`src/rtl/receiver_4phase_pkg.sv`:
```
// Shared constants for the 4-phase receiver: default data width and the 2-bit state encoding.
package receiver_4phase_pkg;

  localparam int unsigned DEF_DATA_MSB = 7;

  localparam logic [1:0] ST_IDLE  = 2'b00;
  localparam logic [1:0] ST_ACKED = 2'b01;

  // The holding buffer can take a new word when empty or when drained on the same edge.
  function automatic logic buf_free(input logic valid, input logic ready);
    return !valid || ready;
  endfunction

endpackage

```
`src/rtl/receiver_4phase_dff.sv`:
```
// Single-bit D flop with asynchronous active-high reset; building block of the req synchronizer.
module dff (
  output logic q,
  input  logic d,
  input  logic clk,
  input  logic reset
);

  always_ff @(posedge clk or posedge reset) begin
    if (reset) begin
      q <= 1'b0;
    end else begin
      q <= d;
    end
  end

endmodule

```
`src/rtl/receiver_4phase.sv`:
```
// Receive side of a 4-phase push synchronizer: syncs req, captures the data bus, drives ack,
// and hands words to the local consumer through a one-entry valid/ready buffer.
module receiver_4phase
  import receiver_4phase_pkg::*;
#(
  parameter int unsigned DATA_MSB    = DEF_DATA_MSB,
  parameter int unsigned SYNC_STAGES = 2
) (
  input  logic              clk,
  input  logic              reset,
  input  logic              req,
  input  logic [DATA_MSB:0] input_rx,
  output logic              ack,
  output logic [DATA_MSB:0] output_rx,
  output logic              valid,
  input  logic              ready,
  output logic              got
);

  logic [SYNC_STAGES:0] sync_chain;
  logic                 req_s;

  logic [1:0]           state_q, state_d;
  logic                 ack_q, ack_d;
  logic                 valid_q, valid_d;
  logic                 got_q, got_d;
  logic [DATA_MSB:0]    data_q, data_d;
  logic                 capture;

  assign sync_chain[0] = req;

  for (genvar i = 0; i < SYNC_STAGES; i++) begin : g_sync
    dff u_dff (
      .q     (sync_chain[i+1]),
      .d     (sync_chain[i]),
      .clk   (clk),
      .reset (reset)
    );
  end

  // Only the fully synchronized request drives any logic.
  assign req_s = sync_chain[SYNC_STAGES];

  always_comb begin
    state_d = state_q;
    ack_d   = 1'b0;
    capture = 1'b0;
    case (state_q)
      ST_IDLE: begin
        ack_d = 1'b0;
        if (req_s && buf_free(valid_q, ready)) begin
          capture = 1'b1;
          ack_d   = 1'b1;
          state_d = ST_ACKED;
        end
      end
      ST_ACKED: begin
        ack_d = 1'b1;
        if (!req_s) begin
          ack_d   = 1'b0;
          state_d = ST_IDLE;
        end
      end
      default: begin
        ack_d   = 1'b0;
        state_d = ST_IDLE;
      end
    endcase
  end

  always_comb begin
    got_d   = capture;
    data_d  = capture ? input_rx : data_q;
    valid_d = valid_q;
    if (capture) begin
      valid_d = 1'b1;
    end else if (valid_q && ready) begin
      valid_d = 1'b0;
    end
  end

  always_ff @(posedge clk or posedge reset) begin
    if (reset) begin
      state_q <= ST_IDLE;
      ack_q   <= 1'b0;
      valid_q <= 1'b0;
      got_q   <= 1'b0;
      data_q  <= '0;
    end else begin
      state_q <= state_d;
      ack_q   <= ack_d;
      valid_q <= valid_d;
      got_q   <= got_d;
      data_q  <= data_d;
    end
  end

  assign ack       = ack_q;
  assign valid     = valid_q;
  assign got       = got_q;
  assign output_rx = data_q;

endmodule

```
`config.mk`:
```
export PLATFORM = sky130hd
export DESIGN_NAME = receiver_4phase
export DESIGN_NICKNAME = d
export VERILOG_FILES = /design/src/rtl/receiver_4phase_pkg.sv /design/src/rtl/receiver_4phase_dff.sv /design/src/rtl/receiver_4phase.sv
export SDC_FILE = /design/constraint.sdc
export NUM_CORES = 1
export LEC_CHECK = 0
export ABC_AREA = 1
export BUFFER_PORTS_ARGS = -buffer_cell sky130_fd_sc_hd__buf_2
export CORE_MARGIN = 8
export CORE_UTILIZATION = 36
export CTS_CLUSTER_SIZE = 10
export DETAILED_ROUTE_END_ITERATION = 16
export PLACE_DENSITY = 0.7
export SLEW_MARGIN = 30
export SYNTH_ARGS = -nofsm -noshare
export SYNTH_HDL_FRONTEND = slang
export SYNTH_SLANG_ARGS = --single-unit
```
`constraint.sdc`:
```
create_clock -name clk -period 1.85 [get_ports clk]
set_input_delay 0.37 -clock clk [delete_from_list [all_inputs] [get_ports clk]]
set_output_delay 0.37 -clock clk [all_outputs]
set_load 0.02 [all_outputs]
```
==> results of run 1 <==
routing by layer:
metal | part of all wire | GRT usage | routed length, µm
met1 | 0.39 | 0.08585 | 399
met2 | 0.43 | 0.09623 | 448
met3 | 0.16 | 0.02717 | 162
met4 | 0.020 | 0.07377 | 21
met5 | 0 | 0 | 0
registers in the layout (all words and copies together), names as in the netlist:
register / flops
ack: 1
g_sync.u_dff.q: 2
output_rx: 8
got: 1
valid: 1
state_q: 1
cells by family (layout without fill, tap and decap cells):
family                 after synthesis  in the layout  synth area share
AND/OR/NAND/NOR                     31             31            0.3080
flip-flops                          14             14            0.6437
buffers and inverters                5             30           0.04827
worst paths after layout:
| path | from | slack (ns) | cells past startpoint | endpoint |
|---|---|---|---|---|
| max | output_rx[2] | 0.65 | 1 | output_rx[2] |
| min | reset | 0.12 | 2 | ack |
| max reg2reg | state_q[0] | 0.81 | 4 | output_rx[7] |
| min reg2reg | g_sync[0].u_dff.q | 0.35 | 0 | g_sync[1].u_dff.q |
| max in group asynchronous | reset | 1.39 | 2 | output_rx[5] |
| min in group clk | req | 0.20 | 1 | g_sync[0].u_dff.q |
per-stage QoR:
step	power (mW)	setup WS, ns	instances	hold WS, ns	util
after global placement	0.7266	0.7724	87	0.3334	0.4561
after global routing	0.9827	0.6113	91	0.1673	0.4811
after floorplan	0.6308	0.8070	50	0.2592	-
after detailed placement	0.7308	0.7513	87	0.3370	0.4561
after CTS	0.9423	0.6366	91	0.1322	0.4811
final	0.9264	0.6466	91	0.1173	0.4811
placed cells by master, fill, tap and decap left out, drive strengths merged:
cell    synthesis  layout
clkinv          1       1
nand2          22      22
inv             3       3
nand3           8       8
buf             1      22
nor2            1       1
dfrtp          14      14
clkbuf          0       4
final cells by class:
| class | instances | area share |
|---|---|---|
| well taps | 16 | 0.02862 |
| repair buffers | 22 | 0.1574 |
| flip-flops and latches | 14 | 0.5009 |
| clock buffers | 4 | 0.05188 |
| inverters | 4 | 0.02147 |
| multi-input cells | 31 | 0.2397 |
power groups by stage:
stage / clock network, mW / logic (mW) / registers (mW)
after floorplan: 0 / 0.108 / 0.522
after global placement: 0 / 0.291 / 0.436
after detailed placement: 0 / 0.294 / 0.436
after CTS: 0.217 / 0.295 / 0.431
after global routing: 0.233 / 0.314 / 0.436
final: 0.208 / 0.289 / 0.430
==> run_results.csv, run 1 <==
group,metric,value,unit
synthesis,synth-main-ff-cell,"dfrtp_1",
power_and_ir_drop,p_comb_frac,0.311,
clock_network,cts_resized,0,
floorplanning,die_w,54.88,µm
synthesis,ys_top_cells_by_count,"14 x dfrtp_1, 14 x nand2_1, 8 x nand3_1, 7 x nand2_2, 2 x inv_2",
worst_setup_path,worstPathCellList,"buf_2",
floorplanning,die_area,3012,µm²
worst_setup_path,critPathTopFamily,"flip-flops",
sta,rsz0062_at_grt,"no",
sta,hold_viol,0,
place,placedInstanceArea,663.1,µm²
clock_network,cts_hold_buf,0,
power_and_ir_drop,pwr-share-seq,0.464,
clock_network,clkLatencyLatePin,0.27,ns
job,cap_violations,0,
synthesis,ys_ff_latch,14,
final_layout,antenna_cells,0,
sta,finalClockSkew,0.003169,ns
final_layout,syn_to_final_growth,28.51,%
sta,period_share,0.6505,
synthesis,ys_types,10,
worst_setup_path,critPathKind,"flop to output port",
synthesis,synth_nets,62,
final_layout,multi_input_comb_area,167.7,µm²
route,ant_nets,0,
power_and_ir_drop,p_sw,326.5,µW
synthesis,yosysSeqAreaShare,0.6437,
final_layout,final_layout_size_suffix_gt1_frac,0.4933,
worst_setup_path,cp.arrival,0.83,ns
place,gp_congestion,0.6631,
grt,grt-ovfl-total,0,
worst_hold_path,worstHoldPathType,"primary input to asynchronous set/reset pin",
clock_network,path_clk_slew,0.08,ns
clock_network,clock-sinks,14,
grt,grt_use_total,0.07288,
synthesis,syn_area,544.3,µm²
synthesis,synth_top_area_cell,"dfrtp_1",
synthesis,synth.area.top_cells,"dfrtp_1 64%, nand2_1 9.7%, nand2_2 8.0%, nand3_1 7.4%, nor2_8 3.7%",
grt,grt_first_pass_wirelength,1545,µm
floorplanning,dieHeight,54.88,µm
route,vias,405,
final_layout,fin_nets,88,
synthesis,netlist.area_leader.share,0.6437,
worst_setup_path,cp_max_fo,2,
route,first_iter_violations,11,
worst_setup_path,startpoint_type,"flop",
clock_network,htreeDepth,1,
floorplanning,ios,23,
synthesis,synth-edff-count,0,
sta,max_freq,831.0,MHz
worst_setup_path,cp.required,1.48,ns
floorplanning,initial_core_util,0.3744,
route,wl,1031,µm
place,io_buffers,22,
clock_network,root_buffer,"clkbuf_4",
grt,grt_max_degree,15,
floorplanning,rows,14,
sta,relSlewSlack,0.6563,
power_and_ir_drop,swShare,0.3524,
power_and_ir_drop,powerDensity,1325,nW/µm²
sta,slew_violations,0,
sta,tns,0,ns
route,drtPass1Iterations,4,
floorplanning,coreArea,1454,µm²
synthesis,async_flop_share,1.000,
final_layout,regArea,350.3,µm²
outcome,status,"finished clean",
power_and_ir_drop,p_int,599.9,µW
worst_setup_path,crit_path_top_delay_cell,"dfrtp_1",
synthesis,synth_warnings,0,
worst_setup_path,end_kind,"output port",
route,wl_per_cell,11.33,µm
synthesis,synth_cells,50,
synthesis,syn_avg_cell_area,10.89,µm²
route,vias_per_cell,4.451,
final_layout,fin_area,699.4,µm²
clock_network,post_cts_buffers,0,
power_and_ir_drop,pwr-share-clk,0.224,
worst_setup_path,path_buf_inv,1,
sta,worst_pin_slew,0.5150,ns
grt,grt_pass1_vias,370,
sta,min_period,1.203,ns
worst_setup_path,slowest_delay,0.40,ns
power_and_ir_drop,p_leak,0.4059,nW
final_layout,fillers,148,
grt,antenna_found_initial,0,
clock_network,cts_buffers,3,
clock_network,cts_tree,"built",
power_and_ir_drop,ir_drop,513.3,µV
route,drc,0,
sta,setup_viol,0,
clock_network,cts.path.max_buffers,2,
No activity file was read; power rests on OpenSTA's default activity.
==> inputs of run 2 (changes only) <==
ABC_AREA = 0   (was 1)
clock period = 1.2 ns   (was 1.85 ns; I/O delays follow)
==> run 2 against run 1 <==
The flow now finishes with violations (hold timing, setup timing). Via count shrank 17%. Sequential power grew 34%. Hold slack lost 0.14 ns. Highest routed layer is now met3. Flip-flop and latch count is the same. Non-clock buffer count grew 5. Combinational power grew 8.7%. Setup slack lost 0.73 ns. Register-to-register slack lost 0.90 ns. Critical path depth grew 3. Largest cell class unchanged.
==> run_results.csv, run 2 <==
group,metric,value,unit
outcome,status,"complete, but fails checks",
outcome,violations,"hold timing, setup timing",
worst_setup_path,startpoint_type,"flop",
clock_network,cts.path.max_buffers,2,
power_and_ir_drop,p_sw,336.6,µW
worst_setup_path,worstPathCellList,"nand2b_4 -> nor3b_4 -> buf_4 -> mux2_4",
worst_setup_path,critPathKind,"flop to flop",
final_layout,fin_cells,77,
sta,finalClockSkew,0.001437,ns
grt,grt_max_degree,15,
grt,grt-ovfl-total,0,
floorplanning,ios,23,
worst_setup_path,cp_max_fo,3,
synthesis,netlist.area_leader.share,0.6588,
final_layout,final_layout_size_suffix_gt1_frac,0.6885,
clock_network,cts_buffers,3,
synthesis,syn_area,531.8,µm²
route,ant_nets,0,
sta,period_share,1.072,
final_layout,syn_to_final_growth,38.35,%
place,gp_congestion,0.5922,
sta,min_period,1.287,ns
final_layout,fin_nets,74,
synthesis,synth_nets,43,
worst_hold_path,worstHoldPathType,"primary input to asynchronous set/reset pin",
worst_setup_path,critPathTopFamily,"flip-flops",
sta,setup_viol,8,
power_and_ir_drop,p_leak,0.3889,nW
final_layout,final_common_cell,"buf_2",
power_and_ir_drop,p_int,884.0,µW
synthesis,yosysSeqAreaShare,0.6588,
sta,rsz0062_at_grt,"yes",
power_and_ir_drop,ir_drop,739.3,µV
route,first_iter_violations,6,
worst_setup_path,path_buf_inv,1,
final_layout,fin_area,735.7,µm²
sta,whs,-0.02048,ns
clock_network,cts_hold_buf,0,
power_and_ir_drop,swShare,0.2758,
route,wl,1016,µm
sta,hold_viol,14,
synthesis,synth.area.top_cells,"dfrtp_1 66%, mux2_4 23%, nand2b_4 2.6%, nor3b_2 2.4%, buf_6 2.1%",
floorplanning,coreArea,1436,µm²
power_and_ir_drop,powerDensity,1659,nW/µm²
route,drc,0,
synthesis,ys_top_cells_by_count,"14 x dfrtp_1, 8 x mux2_4, 3 x nor2_1, 2 x inv_1",
floorplanning,die_area,2963,µm²
clock_network,cts_tree,"built",
synthesis,synth_cells,31,
worst_setup_path,cp.required,1.36,ns
synthesis,synth_top_area_cell,"dfrtp_1",
route,vias_per_cell,4.351,
floorplanning,rows,14,
worst_setup_path,cp.arrival,1.45,ns
route,wl_per_cell,13.19,µm
final_layout,largest_reg_flops,8,
sta,max_freq,777.2,MHz
synthesis,syn_avg_cell_area,17.15,µm²
clock_network,htreeDepth,1,
synthesis,synth_warnings,0,
synthesis,synth-edff-count,0,
worst_setup_path,slowest_delay,0.43,ns
synthesis,ys_ff_latch,14,
clock_network,clkLatencyLatePin,0.27,ns
floorplanning,dieHeight,54.44,µm
job,cap_violations,0,
place,placedInstanceArea,681.9,µm²
synthesis,async_flop_share,1.000,
power_and_ir_drop,pwr-share-seq,0.474,
place,dp_cells,72,
sta,tns,-0.6681,ns
sta,worst_pin_slew,0.5044,ns
floorplanning,initial_core_util,0.3702,
grt,grt_pass1_vias,364,
synthesis,synth_most_common_cell,"dfrtp_1",
floorplanning,die_w,54.44,µm
grt,antenna_found_initial,0,
power_and_ir_drop,p_comb_frac,0.257,
grt,grt_use_total,0.07045,
grt,grt_first_pass_wirelength,1476,µm
route,vias,335,
place,place_ws,-0.1217,ns
final_layout,antenna_cells,0,
clock_network,root_buffer,"clkbuf_4",
clock_network,clock-sinks,14,
route,drtPass1Iterations,4,
sta,slew_violations,0,
worst_setup_path,crit_path_top_delay_cell,"dfrtp_2",
clock_network,path_clk_slew,0.08,ns
place,dpl.hpwl,775.8,µm
place,io_buffers,22,
final_layout,final_cell_mix,"22 x buf_2, 13 x dfrtp_1, 8 x mux2_4",
sta,relSlewSlack,0.6634,
synthesis,synth-main-ff-cell,"dfrtp_1",
worst_setup_path,end_kind,"flop",
synthesis,ys_types,8,
sta,fin_ws,-0.08671,ns
power_and_ir_drop,pwr-share-clk,0.270,
run 2: cell count changes after synthesis, sizes merged, moves of 2 or more:
cell / before / now
nand3: 8 / 0
mux2: 0 / 8
nand2: 22 / 0
nor2: 1 / 3
run 2: cell type report:
cell class / instances / area (µm²)
fill: 135 / 700.7
sequential: 14 / 351.6
multi-input combinational: 14 / 168.9
timing repair buffer: 27 / 151.4
clock buffer: 4 / 36.28
tap: 16 / 20.02
inverter: 2 / 7.507
run 2: path summary, 6_finish.rpt:
check / startpoint / slack (ns) / endpoint / cells past startpoint
setup reg to reg: valid / -0.09 / output_rx[6] / 4
max in group asynchronous: reset / 0.86 / valid / 2
hold / removal: reset / -0.02 / ack / 2
min in group clk: req / 0.07 / g_sync[0].u_dff.q / 1
setup / recovery: valid / -0.09 / output_rx[6] / 4
hold reg to reg: g_sync[0].u_dff.q / 0.36 / g_sync[1].u_dff.q / 0
run 2: cells by family (layout without fill, tap and decap cells):
| kind of cell | count (synthesis) | in the layout | share of synthesized area |
|---|---|---|---|
| flip-flops | 14 | 14 | 0.6588 |
| multiplexers | 8 | 8 | 0.2259 |
| AND/OR/NAND/NOR | 5 | 5 | 0.07058 |
| buffers and inverters | 3 | 33 | 0.03530 |
| AO/OA/AOI/OAI | 1 | 1 | 0.009403 |
run 2: repair_timing:
item,in CTS,in global routing
gates cloned,0,0
pin swaps,0,0
setup endpoints to repair,8,8
gates resized for setup,2,0
setup buffers,1,0
run 2: through the flow:
| stage | power (mW) | hold slack [ns] | utilization |
|---|---|---|---|
| final | 1.221 | -0.02048 | 0.5122 |
| after global routing | 1.284 | 0.03062 | 0.5122 |
| after CTS | 1.239 | 0.004978 | 0.5122 |
| after detailed placement | 0.8976 | 0.3048 | 0.4747 |
| after global placement | 0.8919 | 0.2920 | 0.4747 |
| after floorplan | 0.7862 | 0.1292 | - |
run 2: worst reg2reg max path: stages (launching register included):
cell and delay, ns:
dfrtp_2 0.43, nand2b_4 0.07, nor3b_4 0.21, buf_4 0.18
mux2_4 0.29
run 2: routing by layer:
layer  wire length (µm)  vias to the layer above  global-route usage
li1                   -                      160                   -
met2                462                       17              0.1107
met1                454                      158             0.08293
met5                  0                        -                   0
met3                 99                        0             0.02446
met4                  0                        0             0.03689
run 2: power by group through the flow:
stage	Clock (mW)	Sequential (mW)	Combinational, mW
after floorplan	0	0.667	0.119
after CTS	0.338	0.579	0.322
after detailed placement	0	0.585	0.312
final	0.329	0.578	0.314
after global placement	0	0.585	0.307
after global routing	0.362	0.586	0.336
